===== config.mk =====
export PLATFORM = sky130hd
export DESIGN_NAME = guess_judge
export DESIGN_NICKNAME = d
export VERILOG_FILES = /design/src/rtl/guess_judge.sv
export SDC_FILE = /design/constraint.sdc
export NUM_CORES = 1
export LEC_CHECK = 0
export BUFFER_PORTS_ARGS = -buffer_cell sky130_fd_sc_hd__buf_2
export CAP_MARGIN = 15
export CORE_UTILIZATION = 47
export CTS_CLUSTER_SIZE = 25
export DETAILED_ROUTE_END_ITERATION = 10
export PLACE_DENSITY = 0.74
export SYNTH_ARGS = -nofsm -noshare
export SYNTH_HDL_FRONTEND = slang
export SYNTH_SLANG_ARGS = --single-unit

===== constraint.sdc =====
create_clock -name clk -period 1.4 [get_ports clk]
set_input_delay 0.07 -clock clk [delete_from_list [all_inputs] [get_ports clk]]
set_output_delay 0.07 -clock clk [all_outputs]
set_load 0.02 [all_outputs]

===== src/rtl/guess_judge.sv =====
// guess_judge: number-guessing game controller.
// Synchronizes and edge-detects the raw active-low guess and new-game keys,
// draws a secret digit from a free-running mod-10 counter, and judges guesses.
// Optional key debounce is enabled by defining GUESS_DEBOUNCE_EN.
module guess_judge #(
  parameter int unsigned MAX_TRIES       = 7,
  parameter int unsigned DEBOUNCE_CYCLES = 16
) (
  input  logic       clk,
  input  logic       rst_n,
  input  logic       check,
  input  logic       new_game_n,
  input  logic [4:0] num,
  input  logic       nonerror,
  output logic [1:0] result,
  output logic [3:0] attempts,
  output logic       win,
  output logic       lose,
  output logic [3:0] secret
);

  localparam int unsigned KEYS  = 2;
  localparam int unsigned DB_W  = 16;
  localparam int unsigned CNT_W = 4;

  localparam logic [1:0] RES_NONE = 2'b00;
  localparam logic [1:0] RES_LOW  = 2'b01;
  localparam logic [1:0] RES_HIGH = 2'b10;
  localparam logic [1:0] RES_ERR  = 2'b11;

  typedef enum logic [1:0] {
    S_IDLE = 2'd0,
    S_PLAY = 2'd1,
    S_WIN  = 2'd2,
    S_LOSE = 2'd3
  } state_t;

  // Reject illegal parameterisations at elaboration.
  if ((MAX_TRIES == 0) || (MAX_TRIES > 15) ||
      (DEBOUNCE_CYCLES < 2) || (DEBOUNCE_CYCLES > 65535)) begin : g_bad_params
    $error("guess_judge: parameter out of legal range");
  end

  // ---------------------------------------------------------------------------
  // Key path: bit 1 = new game, bit 0 = guess.
  // ---------------------------------------------------------------------------
  logic [KEYS-1:0] key_raw;
  logic [KEYS-1:0] sync_a;
  logic [KEYS-1:0] sync_b;
  logic [KEYS-1:0] press_c;
  logic            ng_stb_c;
  logic            guess_stb_c;

  assign key_raw = {new_game_n, check};

  // Two-flop synchronizer; released (high) out of reset.
  always_ff @(posedge clk or negedge rst_n) begin
    if (!rst_n) begin
      sync_a <= '1;
      sync_b <= '1;
    end else begin
      sync_a <= key_raw;
      sync_b <= sync_a;
    end
  end

`ifdef GUESS_DEBOUNCE_EN
  logic [DB_W-1:0] db_cnt [KEYS];

  // Stable-low counter per key; saturates so each press strobes once.
  always_ff @(posedge clk or negedge rst_n) begin
    if (!rst_n) begin
      for (int k = 0; k < KEYS; k++) db_cnt[k] <= '0;
    end else begin
      for (int k = 0; k < KEYS; k++) begin
        if (sync_b[k]) begin
          db_cnt[k] <= '0;
        end else if (db_cnt[k] != DB_W'(DEBOUNCE_CYCLES)) begin
          db_cnt[k] <= db_cnt[k] + DB_W'(1);
        end
      end
    end
  end

  // Strobe on the cycle the low level completes its required run.
  always_comb begin
    press_c = '0;
    for (int k = 0; k < KEYS; k++) begin
      press_c[k] = ~sync_b[k] & (db_cnt[k] == DB_W'(DEBOUNCE_CYCLES - 1));
    end
  end
`else
  logic [KEYS-1:0] level_prev;

  // Previous synchronized level for falling-edge detection.
  always_ff @(posedge clk or negedge rst_n) begin
    if (!rst_n) begin
      level_prev <= '1;
    end else begin
      level_prev <= sync_b;
    end
  end

  assign press_c = level_prev & ~sync_b;
`endif

  assign ng_stb_c    = press_c[1];
  assign guess_stb_c = press_c[0];

  // ---------------------------------------------------------------------------
  // Secret source: free-running mod-10 counter.
  // ---------------------------------------------------------------------------
  logic [CNT_W-1:0] digit;

  // Count 0..9 every clock, wrapping to 0.
  always_ff @(posedge clk or negedge rst_n) begin
    if (!rst_n) begin
      digit <= '0;
    end else if (digit == CNT_W'(9)) begin
      digit <= '0;
    end else begin
      digit <= digit + CNT_W'(1);
    end
  end

  // ---------------------------------------------------------------------------
  // Game FSM
  // ---------------------------------------------------------------------------
  state_t           state;
  state_t           state_nxt;
  logic [1:0]       result_nxt;
  logic [CNT_W-1:0] attempts_nxt;
  logic [CNT_W-1:0] secret_nxt;
  logic             win_nxt;
  logic             lose_nxt;
  logic             guess_valid_c;
  logic [CNT_W-1:0] attempts_inc_c;
  logic [4:0]       secret_ext_c;

  assign guess_valid_c  = nonerror && (num <= 5'd9);
  assign attempts_inc_c = attempts + CNT_W'(1);
  assign secret_ext_c   = {1'b0, secret};

  // State and output registers.
  always_ff @(posedge clk or negedge rst_n) begin
    if (!rst_n) begin
      state    <= S_IDLE;
      result   <= RES_NONE;
      attempts <= '0;
      win      <= 1'b0;
      lose     <= 1'b0;
      secret   <= '0;
    end else begin
      state    <= state_nxt;
      result   <= result_nxt;
      attempts <= attempts_nxt;
      win      <= win_nxt;
      lose     <= lose_nxt;
      secret   <= secret_nxt;
    end
  end

  // Next state and next outputs; a new-game strobe overrides any guess.
  always_comb begin
    state_nxt    = state;
    result_nxt   = result;
    attempts_nxt = attempts;
    win_nxt      = win;
    lose_nxt     = lose;
    secret_nxt   = secret;

    if (ng_stb_c) begin
      secret_nxt   = digit;
      attempts_nxt = '0;
      win_nxt      = 1'b0;
      lose_nxt     = 1'b0;
      result_nxt   = RES_NONE;
      state_nxt    = S_PLAY;
    end else begin
      case (state)
        S_PLAY: begin
          if (guess_stb_c) begin
            if (!guess_valid_c) begin
              result_nxt = RES_ERR;
            end else if (num == secret_ext_c) begin
              attempts_nxt = attempts_inc_c;
              win_nxt      = 1'b1;
              result_nxt   = RES_NONE;
              state_nxt    = S_WIN;
            end else begin
              attempts_nxt = attempts_inc_c;
              result_nxt   = (num < secret_ext_c) ? RES_LOW : RES_HIGH;
              if (attempts_inc_c == CNT_W'(MAX_TRIES)) begin
                lose_nxt  = 1'b1;
                state_nxt = S_LOSE;
              end
            end
          end
        end
        default: begin
          // IDLE, WIN and LOSE ignore guesses and hold outputs.
        end
      endcase
    end
  end

endmodule

==> results.md <==
GRT:
- After global routing the overflow that remains totals 0.
- The global-route wire length before repair is 3640 um.
- The largest net degree at the start of global routing is 25.
- The number of global-route vias before repair came to approximately 840.
- The overall routing resource usage is 19.8%.
- The number of antenna violations at the first check in global routing was 0.

Logic synthesis:
- The proportion of register bits with asynchronous set or reset after synthesis is 100%.
- The leading register cell type out of synthesis is sky130_fd_sc_hd__dfrtp_1.
- The average cell area after synthesis is 11.0 sq um.
- After synthesis, the netlist uses 32 different library cells.
- The number of flops mapped to enable cells by yosys is 0.
- The synthesized flop and latch total is 24.
- The number of standard cells after synthesis is 98.
- The total of warnings raised by yosys is 0.
- After synthesis, flip-flops and latches occupy 56.3% of the total area.
- The post-synthesis instance area is 1080 sq um.
- When the netlist entered floorplanning its net count stood at 114.

STA:
- The final count of pins violating max slew is 0.
- Setup slack on the critical path of the routed design comes to -0.0542 ns.
- Between clock sinks in the finished design, the worst skew comes to between 0.002 and 0.0025 ns.
- For this run, the top clock speed supported by timing is between 600 and 700 MHz.
- After layout, the minimum clock period comes to 1.45 ns.
- The final cycle utilization of the critical path is 104%.
- The max-slew headroom at the worst pin is 65.0%.
- Setup violations remaining at the end of the flow were counted as 2.
- Setup repair after global routing could not meet its margin everywhere.
- At the pin with the least slew margin, the transition time is 0.525 ns.
- The number of failing hold endpoints at the final stage is 0.

Routing:
- For this run, design rule violations remaining after detail routing come to 0.
- After detailed routing, the average wire length per cell comes to 14.0 um.
- The number of nets with antenna violations after detailed routing is 0.
- For this block, the via count after detailed routing is approximately 840.
- After detailed routing, the number of vias per cell comes to 5.14.
- The length of the first detailed-routing pass in iterations is 4.
- After the first detailed-routing iteration, the DRC count stood at 17.
- The routed design has between 2000 and 2500 um of wire.

Layout:
- The top cell types in the final layout, fill and taps aside, are sky130_fd_sc_hd__buf_2, sky130_fd_sc_hd__dfrtp_1, sky130_fd_sc_hd__nand2_1, sky130_fd_sc_hd__buf_4, sky130_fd_sc_hd__inv_1.
- Summing all multi-input logic gate instances after layout gives between 500 and 600 sq um.
- Cells fill 73.2% of the core in the end.
- In the final design database the tool counted 153 nets.
- The number of antenna diodes is 0.
- Compared with the post-synthesis result, the final layout area differs by 39.7%.
- The sequential cell area in the final layout is approximately 620 sq um.
- The library cell used most frequently in the layout, excluding fill and tap cells, is sky130_fd_sc_hd__buf_2.
- The final cell count without fillers is 163.
- The filler cells instantiated in the layout total between 100 and 150.
- In the final layout, the share of cells above drive strength 1 is between 50% and 60%.

Floorplan:
- The full die area is 2490 sq um.
- The die extent in x is 49.9 um.
- The starting utilization of the core area is 52.4%.
- In this run the standard cell core region covers 2060 sq um.
- The count of pins on the block boundary is 22.
- The die boundary height is 49.9 um.
- The number of rows created at floorplan is 16.

Pwr:
- Of the total power, the share spent switching nets is 26.3%.
- Summed over all nets, the switching power comes to approximately 360 uW.
- The power density over the cells is approximately 910 nW/um^2.
- The clock share of power is 26.0%.
- In this run the static leakage power is 0.000681 uW.
- Per report_power, the sequential group accounts for 54.6% of the total.
- The internal power consumption is 1020 uW.
- The worst-case IR drop observed on VDD is 830 uV.
- The combinational cell fraction of total power is 19.4%.

Clocking:
- For the worst-skew pair, the clock arrives at the later sink with an insertion delay of 0.31 ns.
- The TritonCTS buffer count is 3.
- The maximum buffer depth of the clock tree is 2.
- Clock tree synthesis selected as its root buffer the cell sky130_fd_sc_hd__clkbuf_4.
- CTS built an H-tree with a depth of 1.
- The clock tree from TritonCTS is yes.
- The clock net sink count is 24.
- Clock-pin slew was measured on the worst setup and hold paths at 0.12 ns.

Critical path:
- The worst reg2reg path startpoint is secret[2]$_DFFE_PN0P_.
- The required time reported for the critical path endpoint is 1.61 ns.
- The classification of the worst setup path is flip-flop to flip-flop.
- The destination of the critical timing path is result[1]$_DFFE_PN0P_.
- The highest fanout seen on the critical path is 2.
- The flop-to-flop setup slack is -0.05 ns.
- Data on the critical path arrives at its endpoint at 1.67 ns.
- Tracing the worst setup path back leads to its startpoint at secret[2]$_DFFE_PN0P_.
- The worst setup path is launched from a flip-flop.
- The endpoint kind of the worst setup timing path is a flip-flop.
- The number of cell instances on the worst register-to-register path is 6.
- In this run the critical register-to-register path is captured at result[1]$_DFFE_PN0P_.

Status:
- The checks that failed: setup timing.
- The run finished, with violations left.

Job:
- Max-cap violations in this run came to 0.

Min path:
- In this run the most critical hold path is launched from num[4].
- The class of the tightest hold or removal check is input pin to flip-flop.

Placement:
- Routability-driven placement finished with a final weighted congestion of 0.731.
- The detailed-placement wirelength estimate is ~1500 um.
- The number of I/O port buffers is 21.
- The number of cells after detailed placement is 153.
layer usage:
layer  global-route usage [%]  vias up  wire, um
met5                        0        -         0
met4                     7.14        0        41
met3                     3.70        5        50
met2                     34.0       15      1170
met1                     24.4      402      1020
li1                         -      416         -
worst max-delay path, stage by stage, from the launching register on:
cell                      delay [ns]
sky130_fd_sc_hd__dfrtp_2        0.43
sky130_fd_sc_hd__inv_2          0.07
sky130_fd_sc_hd__ha_4           0.20
sky130_fd_sc_hd__o21ai_2        0.12
sky130_fd_sc_hd__a21oi_2        0.06
sky130_fd_sc_hd__o31a_1         0.24
sky130_fd_sc_hd__o221a_2        0.23
kinds of logic (layout without fill, tap and decap cells):
kind of cell / Yosys count / in the layout / share of synthesized area, %
AND/OR/NAND/NOR: 29 / 29 / 14.3
flip-flops: 24 / 24 / 56.3
AO/OA/AOI/OAI: 21 / 21 / 13.0
buffers and inverters: 12 / 50 / 4.29
adder cells (fa/ha/maj): 6 / 6 / 6.95
XOR/XNOR: 4 / 4 / 3.25
multiplexers: 2 / 2 / 1.97
power groups by stage:
stage / logic [uW] / registers (uW) / clock network (uW)
floorplan: 84.0 / 793 / 0
global placement: 204 / 763 / 0
detailed placement: 206 / 765 / 0
CTS: 230 / 752 / 375
global route: 289 / 757 / 404
finish: 267 / 754 / 359
through the flow:
| step | worst slack, ns | hold slack, ns | setup TNS (ns) | cell area (sq um) | power (uW) |
|---|---|---|---|---|---|
| final | -0.0542 | 0.126 | -0.0575 | 1510 | 1380 |
| after global routing | -0.0758 | 0.107 | -0.266 | 1510 | 1450 |
| after CTS | -0.0597 | 0.133 | -0.0962 | 1410 | 1360 |
| after detailed placement | -0.0783 | 0.0776 | -0.150 | 1300 | 971 |
| after global placement | -0.0136 | 0.0718 | -0.0248 | 1300 | 967 |
| after floorplan | -0.0266 | -0.226 | -0.0283 | 1100 | 877 |
how the worst min path moves through the flow:
stage	cells after the start	endpoint	slack [ns]
after floorplan	0	attempts[0]$_DFFE_PN0P_	-0.23
after global placement	1	win$_DFFE_PN0P_	0.07
after detailed placement	1	win$_DFFE_PN0P_	0.08
after CTS	3	lose$_DFFE_PN0P_	0.13
after global routing	3	lose$_DFFE_PN0P_	0.11
final	3	lose$_DFFE_PN0P_	0.13
synth_stat cells, types with 2 or more instances:
| library cell | number | area share [%] |
|---|---|---|
| sky130_fd_sc_hd__dfrtp_1 | 18 | 42 |
| sky130_fd_sc_hd__nand2_1 | 11 | 3.8 |
| sky130_fd_sc_hd__inv_1 | 9 | 3.1 |
| sky130_fd_sc_hd__o21ai_0 | 8 | 3.7 |
| sky130_fd_sc_hd__dfstp_2 | 6 | 15 |
| sky130_fd_sc_hd__ha_1 | 6 | 7.0 |
| sky130_fd_sc_hd__nor2_1 | 4 | 1.4 |
| sky130_fd_sc_hd__a21oi_1 | 3 | 1.4 |
| sky130_fd_sc_hd__clkbuf_1 | 2 | 0.70 |
| sky130_fd_sc_hd__nand2b_1 | 2 | 1.2 |
| sky130_fd_sc_hd__nand3_1 | 2 | 0.93 |
| sky130_fd_sc_hd__nand4_1 | 2 | 1.2 |
| sky130_fd_sc_hd__nor2b_1 | 2 | 1.2 |
| sky130_fd_sc_hd__nor4b_1 | 2 | 1.6 |
| sky130_fd_sc_hd__o221a_2 | 2 | 2.1 |
| sky130_fd_sc_hd__xnor2_1 | 2 | 1.6 |
| sky130_fd_sc_hd__xor2_1 | 2 | 1.6 |
registers in the layout, indices dropped and copies added, names as in the netlist:
name,flops
attempts,4
digit,4
level_prev,2
lose,1
result,2
secret,4
state,2
sync_a,2
sync_b,2
win,1
final cells by class:
cell class / count / share of cell area (%)
Clock buffer: 4 / 2.40
Inverter: 9 / 2.24
Multi-Input combinational cell: 62 / 36.4
Timing Repair Buffer: 37 / 15.9
Tap cell: 27 / 2.24
Sequential cell: 24 / 40.8
what timing repair did:
item | 4_1_cts | 5_1_grt
endpoints found under the hold margin | 20 | 0
gates resized for setup | 5 | 16
buffers inserted | 3 | 0
pin swaps | 0 | 5
hold buffers | 3 | 0
gates cloned | 0 | 0
setup endpoints to repair | 6 | 8
No activity file was read; power rests on OpenSTA's default activity.
